$ cat src/rtl/result_out_stage_pkg.sv
// Shared types for the arithmetic result output stage: skid buffer states,
// per-entry status flags and default widths.
package arith_pkg;

  typedef enum logic [1:0] {
    EMPTY = 2'd0,
    ONE   = 2'd1,
    FULL  = 2'd2
  } skid_state_t;

  typedef struct packed {
    logic negative;
    logic zero;
    logic overflow;
    logic error;
  } arith_status_t;

  localparam int ARITH_BITS     = 32;
  localparam int ARITH_CNT_BITS = 8;

  // An errored result carries no meaningful data, so every other flag is forced low.
  function automatic arith_status_t capture_status(input logic msb,
                                                   input logic is_zero,
                                                   input logic ovf,
                                                   input logic err);
    arith_status_t st;
    if (err) begin
      st = '{negative: 1'b0, zero: 1'b0, overflow: 1'b0, error: 1'b1};
    end else begin
      st = '{negative: msb, zero: is_zero, overflow: ovf, error: 1'b0};
    end
    return st;
  endfunction

endpackage

$ cat src/rtl/result_out_stage_if.sv
// Upstream and downstream handshake bundle of the output stage, named from the
// stage's point of view. Handshake: a beat transfers on a rising edge where
// valid and ready are both high; a source holding valid keeps its payload stable.
interface result_out_stage_if #(parameter int BITS = arith_pkg::ARITH_BITS);

  logic            i_valid;
  logic            o_ready;
  logic [BITS-1:0] i_result;
  logic            i_error;
  logic            i_overflow;

  logic            o_valid;
  logic            i_ready;
  logic [BITS-1:0] o_result;
  logic            o_error;
  logic            o_overflow;
  logic            o_zero;
  logic            o_negative;

  modport slave (
    input  i_valid, i_result, i_error, i_overflow, i_ready,
    output o_ready, o_valid, o_result, o_error, o_overflow, o_zero, o_negative
  );

  modport master (
    output i_valid, i_result, i_error, i_overflow, i_ready,
    input  o_ready, o_valid, o_result, o_error, o_overflow, o_zero, o_negative
  );

endinterface

$ cat src/rtl/result_out_stage_sat_counter.sv
// Saturating event counter; a clear request wins over a same-cycle increment.
module sat_counter #(
  parameter int CNT_BITS = 8
) (
  input  logic                i_clk,
  input  logic                i_rst_n,
  input  logic                i_inc,
  input  logic                i_clr,
  output logic [CNT_BITS-1:0] o_cnt
);

  logic [CNT_BITS-1:0] cnt_q;
  logic [CNT_BITS-1:0] cnt_d;

  always_comb begin
    cnt_d = cnt_q;
    if (i_clr) begin
      cnt_d = '0;
    end else if (i_inc && (cnt_q != '1)) begin
      cnt_d = cnt_q + 1'b1;
    end
  end

  always_ff @(posedge i_clk or negedge i_rst_n) begin
    if (!i_rst_n) begin
      cnt_q <= '0;
    end else begin
      cnt_q <= cnt_d;
    end
  end

  assign o_cnt = cnt_q;

endmodule

$ cat src/rtl/result_out_stage.sv
// Registered 2-entry skid buffer behind the shift unit: captures result and
// flags at push time, presents them from the head entry, counts error/overflow events.
module result_out_stage
  import arith_pkg::*;
#(
  parameter int BITS     = ARITH_BITS,
  parameter int CNT_BITS = ARITH_CNT_BITS
) (
  input  logic                i_clk,
  input  logic                i_rst_n,
  result_out_stage_if.slave   bus,
  input  logic                i_clr_cnt,
  output logic [CNT_BITS-1:0] o_err_cnt,
  output logic [CNT_BITS-1:0] o_ovf_cnt,
  output skid_state_t         o_dbg_state
);

  typedef struct packed {
    logic [BITS-1:0] result;
    arith_status_t   status;
  } entry_t;

  skid_state_t state_q, state_d;
  entry_t      head_q, head_d;
  entry_t      skid_q, skid_d;
  entry_t      in_entry;
  logic        ready_q, ready_d;
  logic        push, pop;

  assign push = bus.i_valid & ready_q;
  assign pop  = (state_q != EMPTY) & bus.i_ready;

  // Flags are decided here once and travel with the entry.
  always_comb begin
    in_entry.status = capture_status(bus.i_result[BITS-1], bus.i_result == '0,
                                     bus.i_overflow, bus.i_error);
    in_entry.result = bus.i_error ? '0 : bus.i_result;
  end

  always_comb begin
    state_d = state_q;
    head_d  = head_q;
    skid_d  = skid_q;
    case (state_q)
      EMPTY: begin
        if (push) begin
          state_d = ONE;
          head_d  = in_entry;
        end
      end
      ONE: begin
        if (push && !pop) begin
          state_d = FULL;
          skid_d  = in_entry;
        end else if (pop && !push) begin
          state_d = EMPTY;
        end else if (push && pop) begin
          head_d = in_entry;
        end
      end
      FULL: begin
        if (pop) begin
          state_d = ONE;
          head_d  = skid_q;
        end
      end
      default: begin
        state_d = EMPTY;
      end
    endcase
    ready_d = (state_d != FULL);
  end

  always_ff @(posedge i_clk or negedge i_rst_n) begin
    if (!i_rst_n) begin
      state_q <= EMPTY;
      ready_q <= 1'b0;
      head_q  <= '0;
      skid_q  <= '0;
    end else begin
      state_q <= state_d;
      ready_q <= ready_d;
      head_q  <= head_d;
      skid_q  <= skid_d;
    end
  end

  assign bus.o_ready    = ready_q;
  assign bus.o_valid    = (state_q != EMPTY);
  assign bus.o_result   = head_q.result;
  assign bus.o_error    = head_q.status.error;
  assign bus.o_overflow = head_q.status.overflow;
  assign bus.o_zero     = head_q.status.zero;
  assign bus.o_negative = head_q.status.negative;
  assign o_dbg_state    = state_q;

  // Overflow is only counted when it is not masked by an error.
  sat_counter #(.CNT_BITS(CNT_BITS)) u_err_cnt (
    .i_clk   (i_clk),
    .i_rst_n (i_rst_n),
    .i_inc   (push & bus.i_error),
    .i_clr   (i_clr_cnt),
    .o_cnt   (o_err_cnt)
  );

  sat_counter #(.CNT_BITS(CNT_BITS)) u_ovf_cnt (
    .i_clk   (i_clk),
    .i_rst_n (i_rst_n),
    .i_inc   (push & bus.i_overflow & ~bus.i_error),
    .i_clr   (i_clr_cnt),
    .o_cnt   (o_ovf_cnt)
  );

endmodule

$ cat src/flat_wrapper.sv
// flat-port wrapper written by rule: the top's interface ports become plain ports
module result_out_stage_flat import arith_pkg::*;
#(
  parameter int BITS     = ARITH_BITS,
  parameter int CNT_BITS = ARITH_CNT_BITS
)
  (i_clk, i_rst_n, i_clr_cnt, o_err_cnt, o_ovf_cnt, o_dbg_state, bus_i_valid, bus_i_result, bus_i_error, bus_i_overflow, bus_i_ready, bus_o_ready, bus_o_valid, bus_o_result, bus_o_error, bus_o_overflow, bus_o_zero, bus_o_negative);
  result_out_stage_if #(.BITS(BITS)) bus_i ();
  input  logic i_clk;
  input  logic i_rst_n;
  input  logic i_clr_cnt;
  output logic [CNT_BITS-1:0] o_err_cnt;
  output logic [CNT_BITS-1:0] o_ovf_cnt;
  output skid_state_t o_dbg_state;
  input wire logic [$bits(bus_i.i_valid)-1:0] bus_i_valid;
  input wire logic [$bits(bus_i.i_result)-1:0] bus_i_result;
  input wire logic [$bits(bus_i.i_error)-1:0] bus_i_error;
  input wire logic [$bits(bus_i.i_overflow)-1:0] bus_i_overflow;
  input wire logic [$bits(bus_i.i_ready)-1:0] bus_i_ready;
  output wire logic [$bits(bus_i.o_ready)-1:0] bus_o_ready;
  output wire logic [$bits(bus_i.o_valid)-1:0] bus_o_valid;
  output wire logic [$bits(bus_i.o_result)-1:0] bus_o_result;
  output wire logic [$bits(bus_i.o_error)-1:0] bus_o_error;
  output wire logic [$bits(bus_i.o_overflow)-1:0] bus_o_overflow;
  output wire logic [$bits(bus_i.o_zero)-1:0] bus_o_zero;
  output wire logic [$bits(bus_i.o_negative)-1:0] bus_o_negative;
  assign bus_i.i_valid = bus_i_valid;
  assign bus_i.i_result = bus_i_result;
  assign bus_i.i_error = bus_i_error;
  assign bus_i.i_overflow = bus_i_overflow;
  assign bus_i.i_ready = bus_i_ready;
  assign bus_o_ready = bus_i.o_ready;
  assign bus_o_valid = bus_i.o_valid;
  assign bus_o_result = bus_i.o_result;
  assign bus_o_error = bus_i.o_error;
  assign bus_o_overflow = bus_i.o_overflow;
  assign bus_o_zero = bus_i.o_zero;
  assign bus_o_negative = bus_i.o_negative;
  result_out_stage #(.BITS(BITS), .CNT_BITS(CNT_BITS)) u_core (.i_clk(i_clk), .i_rst_n(i_rst_n), .bus(bus_i), .i_clr_cnt(i_clr_cnt), .o_err_cnt(o_err_cnt), .o_ovf_cnt(o_ovf_cnt), .o_dbg_state(o_dbg_state));
endmodule
$ cat config.mk
export PLATFORM = sky130hd
export DESIGN_NAME = result_out_stage_flat
export DESIGN_NICKNAME = d
export VERILOG_FILES = /design/src/rtl/result_out_stage_pkg.sv /design/src/rtl/result_out_stage_if.sv /design/src/rtl/result_out_stage_sat_counter.sv /design/src/rtl/result_out_stage.sv /design/src/flat_wrapper.sv
export SDC_FILE = /design/constraint.sdc
export NUM_CORES = 1
export LEC_CHECK = 0
export ABC_AREA = 1
export CAP_MARGIN = 5
export CORE_MARGIN = 3
export CORE_UTILIZATION = 40
export DETAILED_ROUTE_END_ITERATION = 12
export PLACE_DENSITY = 0.65
export SETUP_SLACK_MARGIN = 0.02
export SLEW_MARGIN = 30
export SYNTH_ARGS = -nofsm -noshare
export SYNTH_HDL_FRONTEND = slang
export SYNTH_HIERARCHICAL = 1
export SYNTH_SLANG_ARGS = --single-unit
export TNS_END_PERCENT = 10
$ cat constraint.sdc
create_clock -name i_clk -period 1.7 [get_ports i_clk]
set_input_delay 0.17 -clock i_clk [delete_from_list [all_inputs] [get_ports i_clk]]
set_output_delay 0.17 -clock i_clk [all_outputs]
set_load 0.05 [all_outputs]
# Yosys cells after proc, flatten, opt, wreduce, memory -nomap -nowiden

Index checks and enable logic that the tools add are counted.

Output and inout port bits: 56
Word-level logic and storage cells: 64
Register bits: 91
Bits of input ports: 39

$add $sub $neg: 2
Equal/unequal tests: 10
Multiplexer cells: 17
Bitwise operators: 6
Reductions and logical operators: 15

Operator list:

| cell                  | number |
|---|---|
| $mux W36              | 5 |
| $pmux W36 S3          | 1 |
| $logic_not A32 Y1     | 1 |
| $mux W32              | 1 |
| $mux W8               | 4 |
| $add A8 B1 Y8 const B | 2 |
| $ne A8 B8 Y1 const B  | 2 |
| $mux W2               | 4 |
| $ne A2 B1 Y1 const B  | 3 |
| $ne A2 B2 Y1 const B  | 3 |
| $pmux W2 S3           | 1 |
| $reduce_and A6 Y1     | 1 |
| $reduce_bool A2 Y1    | 3 |
| $and A1 B1 Y1         | 5 |
| $logic_and A1 B1 Y1   | 5 |
| $mux W4               | 1 |
| $reduce_bool A3 Y1    | 1 |
| $eq A2 B1 Y1 const B  | 1 |
| $eq A2 B2 Y1 const B  | 1 |
| $logic_not A1 Y1      | 2 |
| $logic_not A2 Y1      | 1 |
| $reduce_and A2 Y1     | 1 |
| $not A1 Y1            | 1 |

# Longest topological paths before layout

Depth after elaboration: 7
Depth in mapped cells: 9
Depth with buffers taken out: 9

# By module

The synthesis kept the hierarchy.

Modules (own cells, without submodules):

| module           | instances | cells an instance | seq. area each (um2) | area each (um2) |
|---|---|---|---|---|
| result_out_stage | 1         | 451               | 1,826.8              | 3,462.1 |
| sat_counter      | 2         | 74                | 200.2                | 511.7 |

# Worst setup path after synthesis

No wires, ideal clock.

Path kind: reg-to-reg
Start: register u_core.state_q[1] (netlist: u_core/o_dbg_state[1])
End: register u_core.head_q (netlist bit u_core/bus.o_error)
Period minus slack after synthesis: 1,687 ps
Slack: 13 ps
Arrival: 1,561 ps
Setup time: 126 ps
Path buffers: 2
Cell stages (with the launch flop): 8
Required time: 1,574 ps
Cells stage by stage: dfrtp_1 -> or2_4 -> nand2_2 -> nand3_4 -> inv_4 -> buf_6 -> buf_6 -> a31oi_1

Cells in the longest elaborated chain, start to end: 6
Elaborated cells on any way between the ends: 17
Classes of those cells: eq/ne (7); mux (1); bitwise (1); reduce/logical (8)

RTL lines:

| what                                 | RTL line               | source |
|---|---|---|
| start, declared                      | result_out_stage.sv:23 | `skid_state_t state_q, state_d;` |
| start signal, assigned               | result_out_stage.sv:81 | `state_q <= state_d;` |
| $reduce_bool A2 Y1 *                 | -                      |  |
| net bus_o_valid                      | flat_wrapper.sv:21     | `output wire logic [$bits(bus_i.o_valid)-1:0] bus_o_valid;` |
| $and A1 B1 Y1 *                      | result_out_stage.sv:31 | `assign pop = (state_q != EMPTY) & bus.i_ready;` |
| $logic_not A1 Y1                     | result_out_stage.sv:52 | `if (push && !pop) begin` |
| $logic_and A1 B1 Y1                  | result_out_stage.sv:52 |  |
| $ne A2 B2 Y1 (no source line)        | -                      |  |
| $reduce_and A6 Y1 (no source line) * | -                      |  |
| end signal, assigned                 | result_out_stage.sv:78 | `head_q <= '0;` |
| end signal, assigned                 | result_out_stage.sv:83 | `head_q <= head_d;` |
| end, declared                        | result_out_stage.sv:24 | `entry_t head_q, head_d;` |

Mark *: on every way through the listed nets, which the timed path passes. The rest lies on a longest branch.
A chain may end at the register's enable or synchronous reset.

# Final worst setup path

Start: register u_core.state_q[0] (netlist: u_core/o_dbg_state[0])
End: register u_core.head_q (netlist bit u_core/bus.o_result[28])

Cells in the longest elaborated chain, start to end: 6
Elaborated cells on any way between the ends: 17
Classes of those cells: eq/ne (7); mux (1); bitwise (1); reduce/logical (8)

RTL lines:

| what                               | RTL line |
|---|---|
| $reduce_bool A2 Y1                 | result_out_stage.sv:31 |
| $and A1 B1 Y1                      | result_out_stage.sv:31 |
| $logic_not A1 Y1                   | result_out_stage.sv:52 |
| $logic_and A1 B1 Y1                | result_out_stage.sv:52 |
| $ne A2 B2 Y1 (no source line)      | - |
| $reduce_and A6 Y1 (no source line) | - |

Several ways; a longest one is shown, not always the timed one.

==> results.md <==
- Result of the run: complete, no violations
- Critical Path RT: a little under 2000 ps
- CTS tree: built
- Setup violators final: 0
- Leak: roughly 2.9 nW
- Reg2Reg Launch Point: u_core/o_dbg_state[0]
- Crit-path max FO: 32
- Asr flop ratio synth: between 90% and 100%
- Max IR drop VDD: between 1 and 1.5 mV
- Post-Synthesis Cells: between 500 and 600
- Routed Antenna Nets: 0
- 1st-iter DRT viols: 224
- Num rows: 38
- Synthesized cell area: roughly 4500 um^2
- Final WL: approximately 11,000 um
- FF-to-FF End: u_core/bus.o_result[28]
- Final WS setup: 211 ps
- Wirelength per Cell: around 13 um
- Netlist cell types: 27
- Crit path time final: about 1500 ps
- Diode count: 0
- Startpoint Class: flip-flop
- CTS buffer count: 9
- Post-synth top flop: dfrtp_1
- Max Cap Viol: 0
- Die W: around 110 um
- Core ar.: 10,900 um^2
- DP Worst Slack: around 36 ps
- Final Max Slew Viols: 0
- Placed inst area: roughly 5600 um^2
- PD cells: 1610 nW/um^2
- Share of the synthesized area in the top cell type: 49.7%
- Global-route wire length before repair: roughly 20,000 um
- Finished Cell Area: 5790 um^2
- Endpoints failing hold: 0
- Starting Density: just over 40%
- Pin count of the biggest net entering global routing: 38
- Post-CTS setup buffers: 0
- Simple-gate share of the synthesized area: roughly 33%
- Vias in the first global route: ~4,200
- Dpl cells: between 800 and 900
- Fin cells: roughly 850
- Fraction of layout cells with a size suffix above 1: approximately an eighth
- Post-synthesis mux area share: 0%
- Synth Area in XOR/XNOR: 0%
- Total gr overflow: 0
- Layout fillers: about 1,000
- DR pass1 iterations: 5
- WP data arrival: 1780 ps
- Skew-Pair Late Insertion Delay: roughly 370 ps
- Largest family of logic cells by synthesized area: simple AND/OR/NAND/NOR gates
- Avg Cell Area, Syn: about 7.5 um^2
- Register bit count reported by yosys: 89
- Max-slew headroom: between 60% and 70%
- Mean number of vias per cell: 4.87
- Reg-to-reg setup timing slack: approximately 210 ps
- Top-count cell post-synth: nand2_1
- Post-synth top area cell: dfrtp_1
- Final setup TNS: 0 ps
- Synth Area in Compound Gates: under 10%
- Setup Skew: about 6.2 ps
- Crit. End Element: flip-flop
- EDFF count, synth: 0
- Unrepaired setup endpoints after global routing: no
- Die Area: 12,500 um^2
- RD Place Congestion: approximately 0.82
- Area Growth Syn to Fin: 29.1%
- Adder-Cell Fraction of Synth Area: less than 1%
- Hold Crit Class: in2async
- Achievable Freq: approximately 0.67 GHz
- Placed wire-length estimate: roughly 8300 um
- Drt drc: 0
- Synth top area cells: dfrtp_1 50%, nand2_1 19%, nor2_1 7.8%
- Die H: ~110 um
- Root Driver: clkbuf_8
- CP Class: reg2reg
- Port Buf Inserts: 94
- Gr usage total: between 10% and 20%
- Commonest cells post-synth: 230 x nand2_1, 93 x nor2_1, 89 x dfrtp_1
- Tcrit/Tclk final: 87.6%
- # IOs: 95
- Sink Count: 89
- Max clock buf depth: 2
- CP startpoint: u_core/o_dbg_state[0]
- Worst-path clk slew: approximately 90 ps
- Worst-margin pin slew: between 500 and 600 ps
- H-tree depth: 3
- Initial antenna violation count: 0
- R2R depth: 7
- Warnings, synthesis: 6
- Seq/Total Area, Yosys: about half
- Vias: between 4,000 and 5,000
- Fin nets: roughly 740
- Synth Net Count: 640
==> cells by family (layout without fill, tap and decap cells) <==
| group | Yosys count | in the layout |
|---|---|---|
| and+or+nand+nor | 367 | 367 |
| buffers and inverters | 86 | 193 |
| AOI/OAI and AO/OA | 55 | 55 |
| DFF | 89 | 89 |
| adders and majority gates | 2 | 2 |
==> worst max path at each step <==
stage | end | depth (start not counted)
after floorplan | u_core/bus.o_error | 7
final | u_core/bus.o_result[28] | 7
after CTS | u_core/bus.o_result[28] | 7
after global placement | u_core/u_err_cnt/o_cnt[1] | 9
after detailed placement | u_core/u_err_cnt/o_cnt[4] | 9
after global routing | u_core/bus.o_result[23] | 7
==> what timing repair did <==
action	4_1_cts	5_1_grt
endpoints found under the hold margin	34	0
hold buffers	1	0
resized for setup	27	0
endpoints found under the setup margin	27	0
==> layout by cell type, fill, tap and decap left out, types with 5 or more instances in the layout <==
cell type / Yosys / layout
clkbuf_8: 0 / 10
buf_4: 1 / 45
buf_12: 0 / 6
nand3_1: 23 / 23
nor2_1: 93 / 93
nand2_1: 230 / 230
dlygate4sd2_1: 0 / 27
a31oi_1: 34 / 34
clkdlybuf4s50_1: 0 / 37
nand2_2: 5 / 5
dfrtp_1: 89 / 88
inv_1: 55 / 55
a21oi_1: 9 / 9
==> final cells by class <==
cell class	count	area (um^2)	share of cell area, %
clock buffers	11	141	2.44
clock inverters	5	78.8	1.36
inverters	61	241	4.17
multi-input cells	424	1850	32.0
flip-flops and latches	89	2230	38.5
well taps	140	175	3.02
repair buffers	116	1070	18.6
==> critical path: stages, from the launching register on <==
cell and delay [ps]:
dfrtp_1 470, or2_4 270, nand2_2 90, nand3_4 90, inv_4 100, buf_12 180
nor2_1 60, a31oi_1 150
==> state kept, by name, indices dropped and copies added, names as in the netlist <==
| register | flops |
|---|---|
| u_core/bus.o_result | 32 |
| u_core/skid_q | 35 |
| u_core/bus.o_ready | 1 |
| u_core/u_ovf_cnt/o_cnt | 8 |
| u_core/bus.o_overflow | 1 |
| u_core/u_err_cnt/o_cnt | 8 |
| u_core/bus.o_zero | 1 |
| u_core/o_dbg_state | 2 |
| u_core/bus.o_error | 1 |
==> report_power, final <==
group / total, mW / internal [mW] / switching, mW
clock network: 1.63 / 0.867 / 0.759
registers: 3.34 / 2.86 / 0.478
logic: 4.35 / 1.29 / 3.06
==> per-stage QoR <==
step	total power [mW]	hold slack, ps	utilization (%)
4_1_cts	9.41	312	53.2
3_3_place_gp	7.92	168	51.4
5_1_grt	9.88	347	53.2
3_5_place_dp	8.01	169	51.4
6_report	9.31	298	53.2
2_1_floorplan	6.44	-126	-
==> layer usage <==
| layer | GRT usage (%) | vias up | share of wire (%) |
|---|---|---|---|
| li1 | - | 2063 | - |
| met1 | 24.1 | 1947 | 43 |
| met2 | 33.0 | 93 | 51 |
| met3 | 3.86 | 14 | 4.5 |
| met4 | 7.87 | 0 | 1.9 |
| met5 | 0 | - | 0 |
No activity file was read; power rests on OpenSTA's default activity.
